===== src/rtl/dmem_pkg.sv =====
// dmem_pkg: opcode constants and opcode field position shared by the data-memory stage.
package dmem_pkg;
    localparam int OPC_MSB = 31;
    localparam int OPC_LSB = 26;
    localparam logic [5:0] OPC_LW  = 6'd35;
    localparam logic [5:0] OPC_SW  = 6'd43;
    localparam logic [5:0] OPC_LB  = 6'd32;
    localparam logic [5:0] OPC_LBU = 6'd36;
    localparam logic [5:0] OPC_SB  = 6'd40;
endpackage


===== src/rtl/dmem_decode.sv =====
// dmem_decode: maps a byte address to word index, byte lane, range and word-alignment flags.
module dmem_decode
    import dmem_pkg::*;
#(
    parameter int DATA_W    = 32,
    parameter int DEPTH     = 8,
    parameter int BASE_ADDR = 388
) (
    input  logic [DATA_W-1:0]          addr,
    output logic [$clog2(DEPTH)-1:0]   idx,
    output logic [1:0]                 byte_sel,
    output logic                       in_range,
    output logic                       aligned
);
    logic [DATA_W-1:0] off;
    always_comb begin
        off      = addr - DATA_W'(BASE_ADDR);
        idx      = off[$clog2(DEPTH)+1:2];
        byte_sel = off[1:0];
        // addresses below the base are rejected explicitly so the subtraction never wraps into range
        in_range = (addr >= DATA_W'(BASE_ADDR)) && ((off >> 2) < DATA_W'(DEPTH));
        aligned  = off[1:0] == 2'b00;
    end
endmodule


===== src/rtl/dmem_stage_param.sv =====
// dmem_stage_param: parametrised MEM stage with word/byte access, stall, error flag and debug read.
// Optional sticky error (err_sticky/err_clr) is built when DMEM_STICKY_ERR_EN is defined.
module dmem_stage_param
    import dmem_pkg::*;
#(
    parameter int DATA_W    = 32,
    parameter int DEPTH     = 8,
    parameter int BASE_ADDR = 388,
    parameter int INIT_IDX  = 4,
    parameter int INIT_VAL  = 5
) (
    input  logic                     clk,
    input  logic                     reset,
    input  logic                     stall,
    input  logic [31:0]              Instruction_MEM,
    input  logic [DATA_W-1:0]        Alu_result,
    input  logic [DATA_W-1:0]        Write_data_mem,
    output logic [31:0]              Instruction_WB,
    output logic [DATA_W-1:0]        Read_data_mem,
    output logic                     mem_err,
    input  logic [$clog2(DEPTH)-1:0] dbg_idx,
    output logic [DATA_W-1:0]        dbg_data
`ifdef DMEM_STICKY_ERR_EN
    ,
    input  logic                     err_clr,
    output logic                     err_sticky
`endif
);
    logic [DATA_W-1:0] mem [DEPTH];
    logic [$clog2(DEPTH)-1:0] idx;
    logic [1:0] byte_sel;
    logic in_range, aligned;
    logic [5:0] opc;
    logic is_load, is_store, ok, err_next;
    logic [DATA_W-1:0] cur, wdata, ldata, rd_next;
    logic [7:0] lane;

    dmem_decode #(.DATA_W(DATA_W), .DEPTH(DEPTH), .BASE_ADDR(BASE_ADDR)) u_decode (
        .addr(Alu_result),
        .idx(idx),
        .byte_sel(byte_sel),
        .in_range(in_range),
        .aligned(aligned)
    );

    always_comb begin
        opc      = Instruction_MEM[OPC_MSB:OPC_LSB];
        is_load  = opc == OPC_LW || opc == OPC_LB || opc == OPC_LBU;
        is_store = opc == OPC_SW || opc == OPC_SB;
        ok       = in_range && (aligned || !(opc == OPC_LW || opc == OPC_SW));
        err_next = (is_load || is_store) && !ok;
        cur      = mem[idx];
        lane     = cur[{byte_sel, 3'b000} +: 8];
        wdata    = cur;
        wdata[{byte_sel, 3'b000} +: 8] = Write_data_mem[7:0];
        wdata    = (opc == OPC_SW) ? Write_data_mem : wdata;
        ldata    = (opc == OPC_LW) ? cur :
                   (opc == OPC_LB) ? {{(DATA_W-8){lane[7]}}, lane} : {{(DATA_W-8){1'b0}}, lane};
        rd_next  = is_load ? (ok ? ldata : '0) : Alu_result;
    end

    always_ff @(posedge clk) begin
        if (!reset) begin
            Instruction_WB <= '0;
            Read_data_mem  <= '0;
            mem_err        <= 1'b0;
            for (int i = 0; i < DEPTH; i++)
                mem[i] <= (i == INIT_IDX) ? DATA_W'(INIT_VAL) : '0;
        end else if (!stall) begin
            Instruction_WB <= Instruction_MEM;
            Read_data_mem  <= rd_next;
            mem_err        <= err_next;
            if (is_store && ok)
                mem[idx] <= wdata;
        end
    end

`ifdef DMEM_STICKY_ERR_EN
    // set has priority over clear when both happen in the same cycle
    always_ff @(posedge clk) begin
        if (!reset)
            err_sticky <= 1'b0;
        else if (!stall && err_next)
            err_sticky <= 1'b1;
        else if (err_clr)
            err_sticky <= 1'b0;
    end
`endif

    assign dbg_data = (int'(dbg_idx) < DEPTH) ? mem[dbg_idx] : '0;
endmodule


===== config.mk =====
export PLATFORM = sky130hd
export DESIGN_NAME = dmem_stage_param
export DESIGN_NICKNAME = d
export VERILOG_FILES = /design/src/rtl/dmem_pkg.sv /design/src/rtl/dmem_decode.sv /design/src/rtl/dmem_stage_param.sv
export SDC_FILE = /design/constraint.sdc
export NUM_CORES = 1
export LEC_CHECK = 0
export CAP_MARGIN = 30
export CORE_MARGIN = 5
export CORE_UTILIZATION = 53
export CTS_BUF_LIST = sky130_fd_sc_hd__clkbuf_8
export CTS_CLUSTER_DIAMETER = 30
export DETAILED_ROUTE_END_ITERATION = 8
export PLACE_DENSITY = 0.79
export SETUP_SLACK_MARGIN = 0.05
export SYNTH_ARGS = -nofsm -noshare
export SYNTH_HDL_FRONTEND = slang
export SYNTH_SLANG_ARGS = --single-unit
export TNS_END_PERCENT = 100

===== constraint.sdc =====
create_clock -name clk -period 5.9 [get_ports clk]
set_input_delay 0.885 -clock clk [delete_from_list [all_inputs] [get_ports clk]]
set_output_delay 0.885 -clock clk [all_outputs]
set_load 0.02 [all_outputs]

==> results.md <==
* Slew Viols, Final at 0
* Tightest Pin Transition at 1.172 ns
* Clock-pin slew on the worst setup and hold paths at 0.05 ns
* CTS tree: done
* Combinational share of power at 16.7%
* Max incr delay on CP at 0.69 ns
* Final Core Density at 65.14%
* Core Area at 32290 µm²
* Clock Latency Late Sink at 0.64 ns
* Fill count at 2408
* GRT met1 Usage at 37.24%
* Worst slew margin at 21.85%
* Pin count of the biggest net entering global routing at 134
* Drt drc at 0
* Final wirelength at 55760 µm
* Worst Skew at 0.02739 ns
* FF+latch count, synth at 321
* M3 GR Usage at 8.624%
* Mapped Nets at 1623
* Finish-stage setup viols at 0
* Area leader, netlist: edfxtp_1
* Unique masters post-synth at 58
* Seq/Total Area, Yosys at 52.30%
* Part of the power in registers at 43.4%
* Yosys warns at 0
* Async set-reset flop share out of synthesis at 0%
* Global Route Usage Sum at 29.76%
* Delay-heaviest family, CP: compound AO/OA/AOI/OAI gates
* Fin crit period at 4.681 ns
* Final Hold Fails at 0
* # rows at 66
* Syn_area_per_cell at 11.35 µm²
* Hold WC Path Type: register to register
* Grt ovf at 0
* Switching share of power at 28.06%
* Maximum root-to-sink buffer count at 3
* Die Ht at 190.1 µm
* CP cell instances: clkdlybuf4s50_1 > nor3_2 > a21oi_1 > o21ai_0 > nor3b_1 > or4_4 > a2111oi_4 > buf_12 > nand4_1 > nand2_2 > buf_4
* CTS H-tree lvls at 2
* Synth area leaders: edfxtp_1, mux2i_1, mux4_2
* PostCTS Resize Cnt at 0
* Ports at 199
* First-pass GRT wire length at 82460 µm
* DRT Pass-1 Iters at 6
* Vias per cell at 6.436
* Most Crowded Layer GR: met2
* Post-Layout Cell Count at 2198
* DRT antenna net count at 0
* Count leader, synth: nor2_1
* Cell count after synthesis at 1515
* Number of global-route vias before repair at 14220
* Worst Setup End Kind: register
* Starting Density at 53.23%
* DR WL/cell at 25.37 µm
* Internal at 0.004266 W
* Req. time, crit path at 6.16 ns
* Post-synthesis instance area at 17190 µm²
* Critical path's slowest cell: clkdlybuf4s50_1
* FF-to-FF setup slack at 3.33 ns
* Chip Width at 190.1 µm
* Fmax achieved at 213.7 MHz
* Setup TNS at 0 ns
* Initial antenna violation count at 1
* Cell area power density at 281.9 nW/µm²
* Port Buffers at 198
* Detail Placement HPWL at 36140 µm
* Post-cts hold buffer count at 0
* Period utilization at 79.33%
* Share of layout cells above drive strength 1 at 15.38%
* Iteration-0 DRC Markers at 1909
* Multi-input gate area in the final layout at 7651 µm²
* Area grow syn2layout at 22.37%
* VDD IR max at 0.1837 mV
* Max cap viols at 0
* TritonCTS Buffers at 60
* DP Worst Slack at 0.6815 ns
* Clock share of power at 39.9%
* Clock Root Buffer: clkbuf_8
* LEAKAGE at 7.522 nW
* Area occupied by registers at 8989 µm²
* Die area at 36130 µm²
* WHS at 0.4867 ns
* Crit path arrival time at 4.94 ns
* Number of synthesized flops with an enable pin at 256
* Share of the synthesized area in the top cell type at 44.73%
* Synth Flop Type: edfxtp_1
* Setup ws final at 1.220 ns
* RSZ-0062 raised after global routing: no
* GP Congestion at 0.8923
* Grt met2 use at 48.17%
* Placed cells at 2084
* CTS sink cnt at 321
* Nets at 1815
* Via count at 14150
* P_sw at 0.001663 W
* WS Path Type: input port to register
* Post-CTS setup buffers at 0
* Largest fanout on the critical path at 28
* Worst Path Buf+Inv at 3
* Status: complete, no violations
* List of most frequent post-synthesis cells: nor2_1, edfxtp_1, mux2i_1
* Crit start category: input port
## registers in the layout, summed over array words and instances, names as in the netlist
signal / count
Instruction_WB: 32
Read_data_mem: 32
mem: 256
mem_err: 1
## placed cells by master (no fill, tap or decap), types with 7 or more instances in the layout
master             n
a21oi_1           67
a22o_1             7
buf_12            11
buf_4             34
bufinv_16          7
clkbuf_8          66
clkdlybuf4s50_1  192
clkinv_1           8
clkinvlp_4         9
dfxtp_1           65
edfxtp_1         256
inv_1             21
mux2_2            34
mux2i_1          166
mux4_2            64
nand2_1           76
nand2_2            8
nand3_1           15
nand4_1           32
nor2_1           308
nor2b_1           34
nor3_1            23
nor4_1             9
o211ai_1          33
o21ai_0           32
o21ai_1           26
o22ai_1           61
## stage by stage
| step | total power (W) | instance area, µm² |
|---|---|---|
| global placement | 0.003559 | 19640 |
| detailed placement | 0.003581 | 19660 |
| floorplan | 0.003148 | 17210 |
| finish | 0.005929 | 21030 |
| global route | 0.006090 | 21030 |
| CTS | 0.005909 | 20990 |
## worst reg2reg max path: stages (launching register included)
cell      delay [ns]
edfxtp_1        0.39
mux2i_1         0.16
nor3_1          0.08
nor4_1          0.94
nand3_1         0.16
nand4_1         0.17
o21ai_1         0.07
buf_4           0.22
nand4_1         0.16
a21oi_1         0.09
## power by group through the flow
| stage | clock (W) | sequential, W | combinational, W |
|---|---|---|---|
| after floorplan | 0 | 0.00264 | 0.000511 |
| after detailed placement | 0 | 0.00262 | 0.000963 |
| after CTS | 0.00237 | 0.00257 | 0.000970 |
| final | 0.00236 | 0.00257 | 0.000993 |
| after global placement | 0 | 0.00261 | 0.000949 |
| after global routing | 0.00248 | 0.00258 | 0.00103 |
## layout make-up
class | count | share of cell area, %
flip-flops and latches | 321 | 42.74
multi-input cells | 1068 | 36.38
repair buffers | 245 | 11.75
clock buffers | 66 | 4.319
well taps | 442 | 2.629
clock inverters | 44 | 1.981
inverters | 11 | 0.1963
diodes | 1 | 0.01190
## routing by layer
| layer | wire (µm) | vias to the layer above |
|---|---|---|
| met2 | 26460 | 1025 |
| met5 | 0 | - |
| met4 | 2661 | 0 |
| met3 | 7264 | 219 |
| li1 | - | 6102 |
| met1 | 19370 | 6801 |
## final timing paths
kind	start	endpoint	cells after the start
worst max-delay path	Alu_result[4]	mem[2][12]$_SDFFCE_PN0P_	11
worst max register to register	mem[6][15]$_SDFFCE_PN0P_	Read_data_mem[28]$_SDFFE_PN0N_	9
worst min-delay path	mem_err$_SDFFE_PN0N_	mem_err$_SDFFE_PN0N_	2
worst min register to register	mem_err$_SDFFE_PN0N_	mem_err$_SDFFE_PN0N_	2
## logic make-up (layout without fill, tap and decap cells)
kind of cell    Yosys count  after routing  share of synthesized area, %
flops                   321            321                         52.30
buf+inv                 126            366                         3.421
simple gates            541            541                         14.30
xor+xnor                  4              4                        0.2039
compound gates          253            253                         9.063
other cells               0              1                             0
fa+ha+maj                 6              6                        0.4368
mux                     264            264                         20.28
Note: power is estimated with default switching activity, not from simulation.
